[config.mk]
export PLATFORM = sky130hd
export DESIGN_NAME = ram_cycle_ctrl
export DESIGN_NICKNAME = d
export VERILOG_FILES = /design/src/rtl/ram_cycle_ctrl.sv
export SDC_FILE = /design/constraint.sdc
export NUM_CORES = 1
export LEC_CHECK = 0
export BUFFER_PORTS_ARGS = -buffer_cell sky130_fd_sc_hd__buf_2
export CORE_MARGIN = 1
export CORE_UTILIZATION = 45
export DETAILED_ROUTE_END_ITERATION = 10
export GPL_TIMING_DRIVEN = 0
export HOLD_SLACK_MARGIN = 0.05
export MAX_ROUTING_LAYER = met4
export PLACE_DENSITY = 0.76
export SLEW_MARGIN = 0
export SYNTH_ARGS = -nofsm -noshare
export SYNTH_HDL_FRONTEND = slang
export SYNTH_SLANG_ARGS = --single-unit
[constraint.sdc]
create_clock -name CLK -period 2.1 [get_ports CLK]
set_input_delay 0.105 -clock CLK [delete_from_list [all_inputs] [get_ports CLK]]
set_output_delay 0.105 -clock CLK [all_outputs]
set_load 0.005 [all_outputs]
[src/rtl/ram_cycle_ctrl.sv]
// 68000 fast-RAM / ROM-shadow bus-cycle controller with wait-state counter and DTACK generation.
// Optional ACK watchdog is enabled by defining ACK_WATCHDOG_EN.
module ram_cycle_ctrl #(
    parameter int unsigned WAIT_STATES = 1
) (
    input  logic         CLK,
    input  logic         _RST,
    input  logic [23:12] AH,
    input  logic         _AS,
    input  logic         _UDS,
    input  logic         _LDS,
    input  logic         RW,
    input  logic         maprom_on,
    output logic         OVR,
    output logic         DTACK,
    output logic         ramce,
    output logic         ram_oe,
    output logic         ram_we_u,
    output logic         ram_we_l,
    output logic         wd_err
);

    typedef enum logic [1:0] {S_IDLE, S_WAIT, S_ACK} state_t;
    typedef enum logic [2:0] {C_MISS, C_RAM, C_ROMW, C_ROMR, C_CTRL} cls_t;

    localparam logic [2:0] WS_LOAD = (WAIT_STATES == 0) ? 3'd0 : 3'(WAIT_STATES - 1);

    state_t     state, state_n;
    cls_t       cls, cls_n, hit;
    logic       rw_q, rw_n;
    logic [2:0] cnt, cnt_n;

    // Address decode; only used for acceptance and OVR, never for SRAM strobes.
    always_comb begin
        hit = C_MISS;
        if (AH >= 12'hC00 && AH <= 12'hD7F)
            hit = C_RAM;
        else if (AH >= 12'hF80)
            hit = !RW ? C_ROMW : (maprom_on ? C_ROMR : C_MISS);
        else if (AH == 12'hE9C)
            hit = C_CTRL;
    end

`ifdef ACK_WATCHDOG_EN
    localparam logic [3:0] WD_LAST = 4'd14;
    logic [3:0] wd_cnt, wd_cnt_n;
    logic       wd_fire;
`endif

    always_comb begin
        state_n = state;
        cnt_n   = cnt;
        cls_n   = cls;
        rw_n    = rw_q;
`ifdef ACK_WATCHDOG_EN
        wd_cnt_n = wd_cnt;
        wd_fire  = 1'b0;
`endif
        case (state)
            S_IDLE: begin
                if (!_AS && hit != C_MISS) begin
                    cls_n = hit;
                    rw_n  = RW;
                    if (WAIT_STATES == 0 || hit == C_CTRL) begin
                        state_n = S_ACK;
`ifdef ACK_WATCHDOG_EN
                        wd_cnt_n = 4'd0;
`endif
                    end else begin
                        cnt_n   = WS_LOAD;
                        state_n = S_WAIT;
                    end
                end
            end
            S_WAIT: begin
                if (_AS) begin
                    state_n = S_IDLE;
                end else if (cnt == 3'd0) begin
                    state_n = S_ACK;
`ifdef ACK_WATCHDOG_EN
                    wd_cnt_n = 4'd0;
`endif
                end else begin
                    cnt_n = cnt - 3'd1;
                end
            end
            S_ACK: begin
                if (_AS)
                    state_n = S_IDLE;
`ifdef ACK_WATCHDOG_EN
                // Abort on the clock the count would reach 15, so DTACK is held for 15 clocks.
                else if (wd_cnt == WD_LAST) begin
                    state_n = S_IDLE;
                    wd_fire = 1'b1;
                end else
                    wd_cnt_n = wd_cnt + 4'd1;
`endif
            end
            default: state_n = S_IDLE;
        endcase
    end

    always_ff @(posedge CLK or negedge _RST) begin
        if (!_RST) begin
            state <= S_IDLE;
            cnt   <= 3'd0;
            cls   <= C_MISS;
            rw_q  <= 1'b0;
        end else begin
            state <= state_n;
            cnt   <= cnt_n;
            cls   <= cls_n;
            rw_q  <= rw_n;
        end
    end

`ifdef ACK_WATCHDOG_EN
    always_ff @(posedge CLK or negedge _RST) begin
        if (!_RST) begin
            wd_cnt <= 4'd0;
            wd_err <= 1'b0;
        end else begin
            wd_cnt <= wd_cnt_n;
            wd_err <= wd_fire;
        end
    end
`else
    assign wd_err = 1'b0;
`endif

    assign OVR      = (!_AS && hit != C_MISS) || state != S_IDLE;
    assign DTACK    = state == S_ACK;
    assign ramce    = state != S_IDLE && (cls == C_RAM || cls == C_ROMW || cls == C_ROMR);
    assign ram_oe   = ramce && rw_q;
    assign ram_we_u = ramce && !rw_q && !_UDS;
    assign ram_we_l = ramce && !rw_q && !_LDS;

endmodule

## Yosys cells after proc, flatten, opt, wreduce, memory -nomap -nowiden

Index checks and enable logic that the tools add are counted.

| storage, ports and cells | value |
|---|---|
| bits in registers | 9 |
| bits of input ports | 19 |
| output and inout port bits | 7 |
| logic and storage cells | 59 |

| cells by class | value |
|---|---|
| $add $sub $neg | 1 |
| order comparisons | 3 |
| equality and inequality tests | 13 |
| muxes and demuxes | 16 |
| reductions and logical operators | 22 |

Operators by type and width:

| kind | count |
|---|---|
| $ge 12x12->1 const B | 2 |
| $mux 3 | 7 |
| $mux 2 | 7 |
| $eq 12x12->1 const B | 1 |
| $le 12x12->1 const B | 1 |
| $ne 2x2->1 const B | 5 |
| $logic_and 1x1->1 | 7 |
| $eq 3x2->1 const B | 2 |
| $pmux 2 s3 | 1 |
| $pmux 3 s2 | 1 |
| $reduce_and 5->1 | 1 |
| $logic_not 1->1 | 4 |
| $reduce_bool 2->1 | 2 |
| $eq 3x1->1 const B | 1 |
| $eq 3x3->1 const B | 1 |
| $logic_not 3->1 | 1 |
| $logic_or 1x1->1 | 3 |
| $ne 3x3->1 const B | 1 |
| $reduce_and 3->1 | 1 |
| $reduce_bool 3->1 | 1 |
| $sub 3x1->3 const B | 1 |
| $eq 2x1->1 const B | 1 |
| $eq 2x2->1 const B | 1 |
| $logic_not 2->1 | 1 |
| $reduce_and 2->1 | 1 |

## Logic depth before layout (Yosys ltp)

| logic depth | value |
|---|---|
| depth after elaboration | 8 |
| depth in mapped cells | 6 |
| mapped depth without buffers | 6 |

## Worst setup path after synthesis

OpenSTA, ideal clock, no wires.

| timing path | value |
|---|---|
| kind | register to register |
| start point | register state[0] |
| end point | register cls[0] |
| setup time | 125 ps |
| data arrival time | 1331 ps |
| data required time | 1975 ps |
| setup slack | 644 ps |
| cell stages (with the launch flop) | 4 |
| path buffers | 0 |
| period minus slack after synthesis | 1456 ps |
| cell sequence | dfrtp_1 or3_4 a31oi_4 mux2_4 |

| between the ends | value |
|---|---|
| word-level cells in the longest chain between the ends | 2 |

Ends and longest elaborated chain:

| what | RTL line | text |
|---|---|---|
| start: declaration | 28 | `state_t state, state_n;` |
| start signal: assignment | 110 | `state <= state_n;` |
| $logic_not 2->1 | 59 | `case (state)` |
| $reduce_and 2->1 (no line) | -- |  |
| end signal: assignment | 112 | `cls <= cls_n;` |
| end: declaration | 29 | `cls_t cls, cls_n, hit;` |

Every way passes these cells.
A chain may end at the register's enable or synchronous reset.

## Final worst setup path

| timing path | value |
|---|---|
| start point | register state[0] |
| end point | register cnt[1] |

| between the ends | value |
|---|---|
| word-level cells in the longest chain between the ends | 3 |
| elaborated cells on any way between the ends | 9 |
| those cells by class | 5 x eq/ne; 1 x mux; 3 x reduce/logical |

Ends and longest elaborated chain:

| what | RTL line | text |
|---|---|---|
| $eq 2x1->1 or $logic_not 2->1 (tied branches) | 59 |  |
| $ne 2x2->1 (no line) or $reduce_bool 2->1 (tied branches) | -- |  |
| $reduce_and 5->1 (no line) | -- |  |
| end signal: assignment | 111 | `cnt <= cnt_n;` |
| end: declaration | 31 | `logic [2:0] cnt, cnt_n;` |

Parallel ways exist; a longest one is shown, timed or not.

==> flow_summary.json <==
{
  "critPathKind": "register to register",
  "worstSkewPairLatency_ns": 0.26,
  "cts_buffer_depth": 2,
  "core_region_area_um2": 1190,
  "cp-end-kind": "register",
  "dieHeight_um": 38.9,
  "pre_cts_slack_ns": 0.519,
  "post-dp-hpwl_um": 897,
  "avgRoutedWirePerCell_um": 10.2,
  "final_layout_size_suffix_gt1_share_pct": 42.9,
  "place_area_um2": 751,
  "instances_no_fill": 105,
  "postCtsSetupRepairBufs": 0,
  "syn_nets": 83,
  "cts_tree": "yes",
  "start_util_pct": 51.7,
  "gr-total-overflow": 0,
  "crit_chain": "or3_4, a211oi_1, o22ai_1",
  "synth-seq-cells": 9,
  "fin_crit_ns": 1.58,
  "slowest_delay_ns": 0.44,
  "finClkSkew_ns": 0.00789,
  "rsz0062_at_grt": "no",
  "detail-route-antenna-nets": 0,
  "netlist_area_um2": 613,
  "antenna_cells": 0,
  "final_area_um2": 787,
  "vias": 556,
  "p_total_mw": 0.402,
  "fp-row-count": 12,
  "synth.distinct_cells": 31,
  "cp.required_ns": 2.22,
  "ir_drop_mv": 0.256,
  "nets": 113,
  "clock_sinks": 9,
  "numPortBuffers": 24,
  "grt_max_degree": 10,
  "cp-start-kind": "register",
  "cts_buffers": 3,
  "place.gp.congestion": 0.733,
  "grt_use_total_pct": 17.7,
  "outcome": "finished clean",
  "hold_path_class": "input pin to register",
  "worstPathMaxFanout": 6,
  "tns_ns": 0,
  "via_per_inst": 5.30,
  "setup_viol": 0,
  "hold_viol_final": 0,
  "antenna_found_initial": 0,
  "drc": 0,
  "synthToLayoutAreaGrowth_pct": 28.4,
  "yosys_warnings": 0,
  "clk_pin_slew_ns": 0.06,
  "cts.hold.buffers_added": 1,
  "synth_cells": 62,
  "dp_cells": 100,
  "cts_max_level": 1,
  "utilization_pct": 66.4,
  "die_w_um": 38.9,
  "synth-seq-area-share_pct": 36.7,
  "p_per_area_nw_per_um2": 511,
  "cp.arrival_ns": 1.70,
  "drt-initial-drc-count": 9,
  "slew_viol_final": 0,
  "period_share_pct": 75.0,
  "p_leak_nw": 0.403,
  "die_area_um2": 1510,
  "cts_root_buf": "clkbuf_4",
  "worst_hold_slack_ns": 0.113,
  "clock.fmax_mhz": 635,
  "syn_avg_cell_area_um2": 9.89,
  "firstDrtPassIters": 4,
  "fin_ws_ns": 0.524,
  "cap_violations": 0,
  "cts_resized": 0,
  "grt_pass1_vias": 454,
  "pin_count": 26,
  "grt_pass1_wl_um": 1700,
  "wirelength_um": 1070,
  "slowest_stage": "dfrtp_1"
}
==> placed cells by master (no fill, tap or decap), types with 2 or more instances in the layout <==
master	instances
and4_2	2
o22ai_1	2
nor2_1	5
inv_1	5
mux2_4	2
ha_1	2
clkbuf_4	3
buf_2	24
nand2b_1	3
mux2i_1	2
nand4_1	2
nor3_1	3
nand2_1	6
dfrtp_1	9
==> power by group <==
| part | internal (mW) | switching [mW] | total, mW |
|---|---|---|---|
| Sequential | 0.187 | 0.00995 | 0.197 |
| Combinational | 0.0408 | 0.0318 | 0.0727 |
| Clock | 0.0732 | 0.0594 | 0.133 |
==> cell usage after synthesis <==
library cell,n,area [um^2]
nor4b_4,1,23.8
nand3_1,1,5.00
mux2i_1,2,20.0
nand2b_1,3,18.8
o211ai_1,1,7.51
buf_4,1,7.51
conb_1,1,3.75
mux2_4,2,30.0
ha_1,2,25.0
o31ai_2,1,12.5
o21ai_1,1,5.00
or3_1,1,6.26
nor2_1,5,18.8
dfrtp_1,9,225
nand2_1,6,22.5
o22ai_1,2,12.5
a211o_1,1,8.76
nor3_1,3,15.0
nand4_1,2,12.5
nor2b_1,1,6.26
a31oi_4,1,21.3
and2_0,1,6.26
inv_1,5,18.8
and2_1,1,6.26
or3_4,1,11.3
nand4_2,1,12.5
and4_2,2,20.0
a211oi_1,1,7.51
nand3_2,1,10.0
o21ai_0,1,5.00
and3_2,1,7.51
==> registers in the layout, indices dropped and copies added, names as in the netlist <==
| register | cells |
|---|---|
| rw_q | 1 |
| state | 2 |
| cls | 3 |
| cnt | 3 |
==> cell families after synthesis <==
kind of cell / after synthesis / share of synthesized area [%]
simple gates: 31 / 33.1
compound gates: 9 / 13.1
flops: 9 / 36.7
buf+inv: 6 / 4.29
mux: 4 / 8.16
fa+ha+maj: 2 / 4.08
other cells: 1 / 0.612
==> area by class of cell <==
type / count / area (um^2)
clock buffer: 4 / 26.3
multi-input combinational: 47 / 362
timing repair buffer: 25 / 130
inverter: 5 / 18.8
buffer: 1 / 7.51
sequential: 9 / 225
fill: 101 / 399
tap: 14 / 17.5
==> path summary, 6_finish.rpt <==
| path | from | endpoint | slack (ns) | cells after the start |
|---|---|---|---|---|
| max | state[0] | cnt[1] | 0.52 | 3 |
| min | RW | rw_q | 0.11 | 2 |
| max reg2reg | state[0] | cnt[1] | 0.52 | 3 |
| min reg2reg | cls[2] | cls[2] | 0.52 | 2 |
| max in group asynchronous | _RST | cls[1] | 1.70 | 2 |
| min in group asynchronous | _RST | state[0] | 0.22 | 2 |
==> metal layers <==
layer	up-vias	global-route usage [%]	wire [um]
li1	280	-	-
met1	246	20.4	530
met2	27	27.1	439
met3	3	5.20	83
met4	0	10.3	19
met5	-	-	0
==> critical path, delay by kind of cell (launching register included) <==
| kind | cells | cell delay, ns |
|---|---|---|
| AO/OA/AOI/OAI | 2 | 0.57 |
| AND/OR/NAND/NOR | 1 | 0.43 |
| flip-flops | 1 | 0.44 |
Note: power is estimated with default switching activity, not from simulation.
